## config.mk

```make
export PLATFORM = sky130hd
export DESIGN_NAME = bit_stuff_stream
export DESIGN_NICKNAME = d
export VERILOG_FILES = /design/src/rtl/bit_stuff_pkg.sv /design/src/rtl/sat_counter.sv /design/src/rtl/bit_stuff_stream.sv
export SDC_FILE = /design/constraint.sdc
export NUM_CORES = 1
export LEC_CHECK = 0
export CELL_PAD_IN_SITES_DETAIL_PLACEMENT = 0
export CELL_PAD_IN_SITES_GLOBAL_PLACEMENT = 1
export CORE_MARGIN = 1
export CORE_UTILIZATION = 38
export DETAILED_ROUTE_END_ITERATION = 6
export GPL_TIMING_DRIVEN = 0
export PLACE_DENSITY = 0.79
export SETUP_SLACK_MARGIN = 0.4
export SYNTH_ARGS = -nofsm -noshare
export SYNTH_HDL_FRONTEND = slang
export SYNTH_SLANG_ARGS = --single-unit
```

## constraint.sdc

```tcl
create_clock -name clk -period 2.4 [get_ports clk]
set_input_delay 0.36 -clock clk [delete_from_list [all_inputs] [get_ports clk]]
set_output_delay 0.36 -clock clk [all_outputs]
set_load 0.01 [all_outputs]
```

## src/rtl/bit_stuff_pkg.sv

```systemverilog
// Shared types and helpers for the bit_stuff_stream block.
package bit_stuff_pkg;

  typedef enum logic {
    PASS  = 1'b0,
    STUFF = 1'b1
  } stuff_state_t;

  localparam int DEFAULT_STUFF_LEN = 6;

  // Run counter must be able to hold the value STUFF_LEN itself.
  function automatic int run_w(input int len);
    return $clog2(len + 1);
  endfunction

endpackage

```

## src/rtl/sat_counter.sv

```systemverilog
// Saturating up-counter with synchronous clear; clear wins over increment.
module sat_counter #(
  parameter int W = 16
) (
  input  logic         clk,
  input  logic         rst_n,
  input  logic         clr,
  input  logic         inc,
  output logic [W-1:0] cnt
);

  // NOTE: sequential state uses non-blocking assignments so every flop samples pre-edge values.
  always_ff @(posedge clk or negedge rst_n) begin
    if (!rst_n) begin
      cnt <= '0;
    end else if (clr) begin
      cnt <= '0;
    end else if (inc && (cnt != {W{1'b1}})) begin
      cnt <= cnt + 1'b1;
    end
  end

endmodule

```

## src/rtl/bit_stuff_stream.sv

```systemverilog
// Streaming bit stuffer: inserts a 0 after every STUFF_LEN consecutive 1s per packet.
// Optional NRZI line coding of out_bit when BIT_STUFF_NRZI_EN is defined.
module bit_stuff_stream
  import bit_stuff_pkg::*;
#(
  parameter int STUFF_LEN = DEFAULT_STUFF_LEN,
  parameter int STAT_W    = 16
) (
  input  logic              clk,
  input  logic              rst_L,
  input  logic              in_valid,
  output logic              in_ready,
  input  logic              in_bit,
  input  logic              in_last,
  output logic              out_valid,
  input  logic              out_ready,
  output logic              out_bit,
  output logic              out_last,
  output logic              out_stuffed,
  output logic [STAT_W-1:0] stuff_cnt,
  input  logic              stat_clr
);

  localparam int RUN_W = run_w(STUFF_LEN);

  stuff_state_t     state;
  logic [RUN_W-1:0] run_cnt;
  logic             data_bit;
  logic             stuff_last;
  logic             out_free;
  logic             accept;
  logic             hit;
  logic             stuff_load;

  assign out_free   = !out_valid || out_ready;
  assign in_ready   = (state == PASS) && out_free;
  assign accept     = in_valid && in_ready;
  assign hit        = in_bit && ((run_cnt + RUN_W'(1)) == RUN_W'(STUFF_LEN));
  assign stuff_load = (state == STUFF) && out_free;

  always_ff @(posedge clk or negedge rst_L) begin
    if (!rst_L) begin
      state       <= PASS;
      run_cnt     <= '0;
      out_valid   <= 1'b0;
      data_bit    <= 1'b0;
      out_last    <= 1'b0;
      out_stuffed <= 1'b0;
      stuff_last  <= 1'b0;
    end else if (accept) begin
      out_valid   <= 1'b1;
      data_bit    <= in_bit;
      out_stuffed <= 1'b0;
      if (hit) begin
        // The packet end migrates onto the stuff bit that follows.
        state      <= STUFF;
        out_last   <= 1'b0;
        stuff_last <= in_last;
        run_cnt    <= in_last ? '0 : RUN_W'(STUFF_LEN);
      end else begin
        out_last <= in_last;
        run_cnt  <= (in_last || !in_bit) ? '0 : run_cnt + RUN_W'(1);
      end
    end else if (stuff_load) begin
      state       <= PASS;
      run_cnt     <= '0;
      out_valid   <= 1'b1;
      data_bit    <= 1'b0;
      out_stuffed <= 1'b1;
      out_last    <= stuff_last;
    end else if (out_valid && out_ready) begin
      out_valid <= 1'b0;
    end
  end

`ifdef BIT_STUFF_NRZI_EN
  // line_lvl is the level left on the wire by the last transferred bit.
  logic line_lvl;

  always_ff @(posedge clk or negedge rst_L) begin
    if (!rst_L) begin
      line_lvl <= 1'b1;
    end else if (out_valid && out_ready && !data_bit) begin
      line_lvl <= ~line_lvl;
    end
  end

  assign out_bit = data_bit ? line_lvl : ~line_lvl;
`else
  assign out_bit = data_bit;
`endif

  sat_counter #(
    .W(STAT_W)
  ) u_stat (
    .clk  (clk),
    .rst_n(rst_L),
    .clr  (stat_clr),
    .inc  (stuff_load),
    .cnt  (stuff_cnt)
  );

endmodule
```

* Yosys cells after proc, flatten, opt, wreduce, memory -nomap -nowiden
Index checks and enable logic that the tools add are counted.
** Operators by class
- Multiplexer cells :: 19
- Reduce and logical (&&, ||, !) cells :: 15
- Divide/modulo/power cells :: 0
- Shifts and indexed selects :: 0
- Magnitude comparators :: 0
- Equality and inequality tests :: 3
- $mul :: 0
- Bitwise operators :: 1
- Add/sub/neg operators :: 2
** Operators with widths (number)
- 2-to-1 mux 16 bit :: 2
- adder 16 x 1 -> 16 bit, second input constant :: 1
- != test 16 bit, second input constant :: 1
- 2-to-1 mux 3 bit :: 5
- 2-to-1 mux 1 bit :: 12
- logical AND 1 bit :: 6
- AND reduction 2 bit :: 2
- nonzero test 2 bit :: 2
- adder 3 x 1 -> 3 bit, second input constant :: 1
- equality test 3 bit, second input constant :: 1
- nonzero test 3 bit :: 1
- logical NOT 1 bit :: 2
- logical OR 1 bit :: 2
- != test 2 x 1 -> 1 bit, second input constant :: 1
- inverter 1 bit :: 1
** Storage, ports and cells
- Logic and storage cells :: 48
- Output and inout bits :: 21
- Bits in read-only memories :: 0
- Memories kept :: 0
- Bits of input ports :: 7
- Memory bits (writable) :: 0
- Bits in registers :: 25
- Bits in latches :: 0

* Depth between registers and ports, before layout
- Word-level depth :: 6
- Mapped depth :: 6
- Mapped depth without buffers :: 5

* Cells and area by module
From an unflattened synthesis, not the netlist that was laid out.
** Second synthesis, totals
- Cell total of the unflattened synthesis :: 141
- Area total of the unflattened synthesis :: 1392.6 µm²
** Modules (own cells, without submodules)
- sat_counter :: cells each 98, times used 1, area an instance 942.2 µm²
- bit_stuff_stream :: cells each 43, times used 1, area an instance 450.4 µm²

* Worst setup path after synthesis
Ideal clock, no wire load.
- Kind :: flip-flop to flip-flop
- Start point :: reg u_stat.cnt[0]
- End point :: reg u_stat.cnt[12]
- Data required time :: 2.322 ns
- Slack :: 0.510 ns
- Stages on the path, launching flop included :: 7
- Data arrival time :: 1.812 ns
- Setup time :: 0.078 ns
- Period minus slack after synthesis :: 1.890 ns
- Cell sequence :: dfrtp_1 ha_1 nand4_2 or3_1 buf_6 or4_1 a21oi_1
** Between the ends
- Word-level cells in the longest chain between the ends :: 3
** Ends and longest elaborated chain
- start, declared :: RTL line sat_counter.sv:9 : output logic [W-1:0] cnt
- start signal, assigned :: RTL line sat_counter.sv:19 : cnt <= cnt + 1'b1;
- adder 16 x 1 -> 16 bit or != test 16 bit (tied branches) :: RTL line sat_counter.sv:19, sat_counter.sv:18
- 2-to-1 mux 16 bit or logical AND 1 bit (tied branches) :: RTL line sat_counter.sv:18 : end else if (inc && (cnt != {W{1'b1}})) begin
- 2-to-1 mux 16 bit or nonzero test 2 bit (tied branches)
Several ways; a longest one is shown, not always the timed one. The select of a mux whose other input is x is not followed.
A chain may end at the register's enable or synchronous reset.

* Final worst setup path
- Start point :: reg u_stat.cnt[1]
- End point :: reg u_stat.cnt[8]
Same word-level chain as after synthesis.

==> impl_metrics.toml <==
[sta]
grt_setup_unrepaired = "true"
worst_pin_slew_ps = 1150
finalMaxSlewViolations = 0
post-route-period-util = 0.817
setup_viol = 0
worst_slew_margin_rel = 0.228
timing.fmax_mhz = 510
worst_clock_skew_ps = 7.98
timing.final.crit_period_ps = 1960
finalHoldViolCount = 0

[critical_path]
cp.required_ps = 2670
reg2reg_setup_slack_ps = 440
worst_r2r_path_depth = 6
sort_of_element_at_the_start_of_the_critical_path = "flop"
path_cells = "ha_2 -> nand4_4 -> or3_4 -> buf_6 -> or4_1 -> a21oi_2"
crit-reg2reg-capture = "u_stat.cnt[8]"
critPathMaxFanout = 10
worstPathBufferInverterCount = 1
critical_path.max_stage_delay_ps = 530
critPathKind = "flop to flop"
cp_data_arrival_time_ps = 2230
crit-reg2reg-launch = "u_stat.cnt[1]"
crit_path_max_delay_family = "simple AND/OR/NAND/NOR gates"
critPathCaptureType = "flop"
crit_slowest_cell = "sky130_fd_sc_hd__or4_1"

[route]
drt_pass1_iterations = 4
detail-route-antenna-nets = 0
drc = 0
route.final.wire_length_um = 3200
dr_total_vias = 1218
detailed_route_iter0_violations = 27
drt-wirelength-per-cell_um = 14.0
avgViaCountPerCell = 5.34

[logic_synthesis]
synth_edf_count = 0
post_synthesis_cells = 149
synth.avg_cell_area_um2 = 9.37
ys_seq_area_frac = 0.448
dominantRegCellSynth = "sky130_fd_sc_hd__dfrtp_1"
synth_area_mm2 = 0.00140
synth.distinct_cells = 40
syn_nets = 159
postSynthRegisterBits = 25
asyncSetResetFlopFracSynth = 1.00
synthesis.yosys.warnings = 0

[placement]
port_buffers = 27
detailedPlacementHpwl_um = 2340
place_congestion = 0.747

[layout]
multi_input_area_um2 = 727
final_util = 0.527
area.sequential_um2 = 626
n_fill_cell = 341
drive_gt1_frac = 0.110
final_net_count = 193
antenna_cells = 0
area.growth.synth_to_final_pct = 28.9

[clock_network]
clk_pin_slew_ps = 150
root_buffer_cell = "sky130_fd_sc_hd__clkbuf_4"
clkSinkCount = 25
cts_buffers = 3
worstSkewPairLatency_ps = 330
cts_tree = "yes"
clock_tree.htree_level_count = 1
clockBufferDepth = 2
ctsHoldBuffers = 0

[pwr]
power.static_leakage_nw = 0.742
combinationalPowerShare = 0.108
sequentialPowerShare = 0.614
worst_ir_drop_vdd_mv = 0.223
power.density_mw_per_mm2 = 396
clockPowerShare = 0.279
internal_power_uw = 527
power_switching_uw = 186
power.share.switching = 0.261
p_total_uw = 713

[hold_path]
worst_hold_path.num_cells = 2
min_delay_endpoint = "out_stuffed"
min-delay-start = "out_stuffed"
worst_hold_path_type = "flop to flop"

[floorplan]
die-width_um = 62.6
core_area_mm2 = 0.00342
core.rowCount = 21
die_height_um = 62.6
io-pin-count = 28
effective_utilization_at_floorplan = 0.409
die_area_mm2 = 0.00392

[grt]
antenna_found_initial = 0
grt_pass1_wl_um = 5400
grt_max_degree = 26
globalRoute.totalOverflow = 0
first_global_vias = 1189
groute.usage.overall = 0.172

[status]
run_status = "completed"

[run]
drv_cap = 0
==> how the worst max path moves through the flow <==
stage,start,depth (start not counted),slack (ps),end
2_1_floorplan,u_stat.cnt[0],6,510,u_stat.cnt[12]
3_3_place_gp,out_ready,6,-20,u_stat.cnt[11]
3_5_place_dp,out_ready,6,-20,u_stat.cnt[9]
4_1_cts,u_stat.cnt[0],6,400,u_stat.cnt[8]
5_1_grt,u_stat.cnt[6],5,380,u_stat.cnt[13]
6_report,u_stat.cnt[1],6,440,u_stat.cnt[8]
==> power by group through the flow <==
stage | clock network, mW | logic [mW] | registers [mW]
after global routing | 0.225 | 0.0870 | 0.439
after CTS | 0.210 | 0.0790 | 0.438
after global placement | 0 | 0.0757 | 0.445
after detailed placement | 0 | 0.0787 | 0.446
final | 0.199 | 0.0770 | 0.438
after floorplan | 0 | 0.0310 | 0.447
==> routing by layer <==
metal | vias to the layer above | track usage | wire (um)
met4 | 0 | 0.0610 | 22
met3 | 2 | 0.0255 | 95
met5 | - | 0 | 0
li1 | 611 | - | -
met2 | 23 | 0.293 | 1590
met1 | 582 | 0.220 | 1490
==> cells in the final DEF, fill, tap and decap left out, types with 2 or more instances in the layout <==
cell and n:
sky130_fd_sc_hd__clkdlybuf4s50_1 26, sky130_fd_sc_hd__dfrtp_1 25, sky130_fd_sc_hd__nand2_1 12, sky130_fd_sc_hd__a21oi_1 12, sky130_fd_sc_hd__inv_1 9, sky130_fd_sc_hd__o21ai_0 8
sky130_fd_sc_hd__nor2_1 7, sky130_fd_sc_hd__nand3_1 7, sky130_fd_sc_hd__nor2b_1 6, sky130_fd_sc_hd__or3_1 6, sky130_fd_sc_hd__mux2_1 5, sky130_fd_sc_hd__nor4_1 4
sky130_fd_sc_hd__nand4_1 3, sky130_fd_sc_hd__clkbuf_1 3, sky130_fd_sc_hd__o31ai_1 3, sky130_fd_sc_hd__or4_1 3, sky130_fd_sc_hd__clkbuf_4 3, sky130_fd_sc_hd__buf_6 2
sky130_fd_sc_hd__nand2b_1 2, sky130_fd_sc_hd__clkbuf_2 2, sky130_fd_sc_hd__o41ai_1 2, sky130_fd_sc_hd__and3_2 2, sky130_fd_sc_hd__ha_1 2, sky130_fd_sc_hd__buf_4 2
==> cell families after synthesis <==
family                   after synthesis  share of synthesized area
XOR/XNOR                               1                    0.00627
adder cells (fa/ha/maj)                3                     0.0269
AO/OA/AOI/OAI                         32                      0.137
buffers and inverters                 16                     0.0538
flip-flops                            25                      0.448
multiplexers                           6                     0.0475
AND/OR/NAND/NOR                       66                      0.280
==> stage by stage <==
step                      instances  hold slack, ps  TNS [ps]  setup WS (ps)  cell area, um2
after floorplan                 149            64.4         0            510            1400
after global placement          222             460     -16.1          -16.1            1720
after detailed placement        222             474     -30.5          -20.5            1720
after CTS                       228             508         0            400            1790
after global routing            228             533         0            377            1800
final                           228             498         0            438            1800
==> sequential cells by signal, indices dropped and copies added, names as in the netlist <==
signal,count
u_stat.cnt,16
run_cnt,3
out_bit,1
out_last,1
out_stuffed,1
out_valid,1
state,1
stuff_last,1
==> final cells by class <==
cell class / instances / share of cell area
tap: 46 / 0.0320
timing repair buffer: 29 / 0.158
multi-input combinational: 108 / 0.404
inverter: 9 / 0.0188
clock buffer: 3 / 0.0125
buffer: 7 / 0.0243
sequential: 25 / 0.348
clock inverter: 1 / 0.00278
==> timing repair <==
item | 4_1_cts | 5_1_grt
buffers inserted | 2 | 0
cloned | 0 | 0
pin swaps | 0 | 1
setup endpoints to repair | 12 | 12
gates resized for setup | 5 | 5
==> worst min-delay path, stage by stage (launching register included) <==
cell                      delay, ps
sky130_fd_sc_hd__dfrtp_1        370
sky130_fd_sc_hd__nand2_1         50
sky130_fd_sc_hd__nand2_1         60
==> cells in the mapped netlist (all sizes together) (2+ instances only) <==
cell type	n	area share
and3	2	0.011
o41ai	2	0.013
nand2	12	0.032
dfrtp	25	0.45
nor2b	7	0.033
clkbuf	5	0.013
o21ai	9	0.032
mux2	5	0.040
nor2	8	0.022
or4	3	0.016
nand4	4	0.022
buf	2	0.016
or3	7	0.031
ha	3	0.027
a21oi	13	0.047
nand3	8	0.032
nand2b	2	0.0090
o31ai	3	0.016
nor4	5	0.027
inv	9	0.024
No activity file was read; power rests on OpenSTA's default activity.
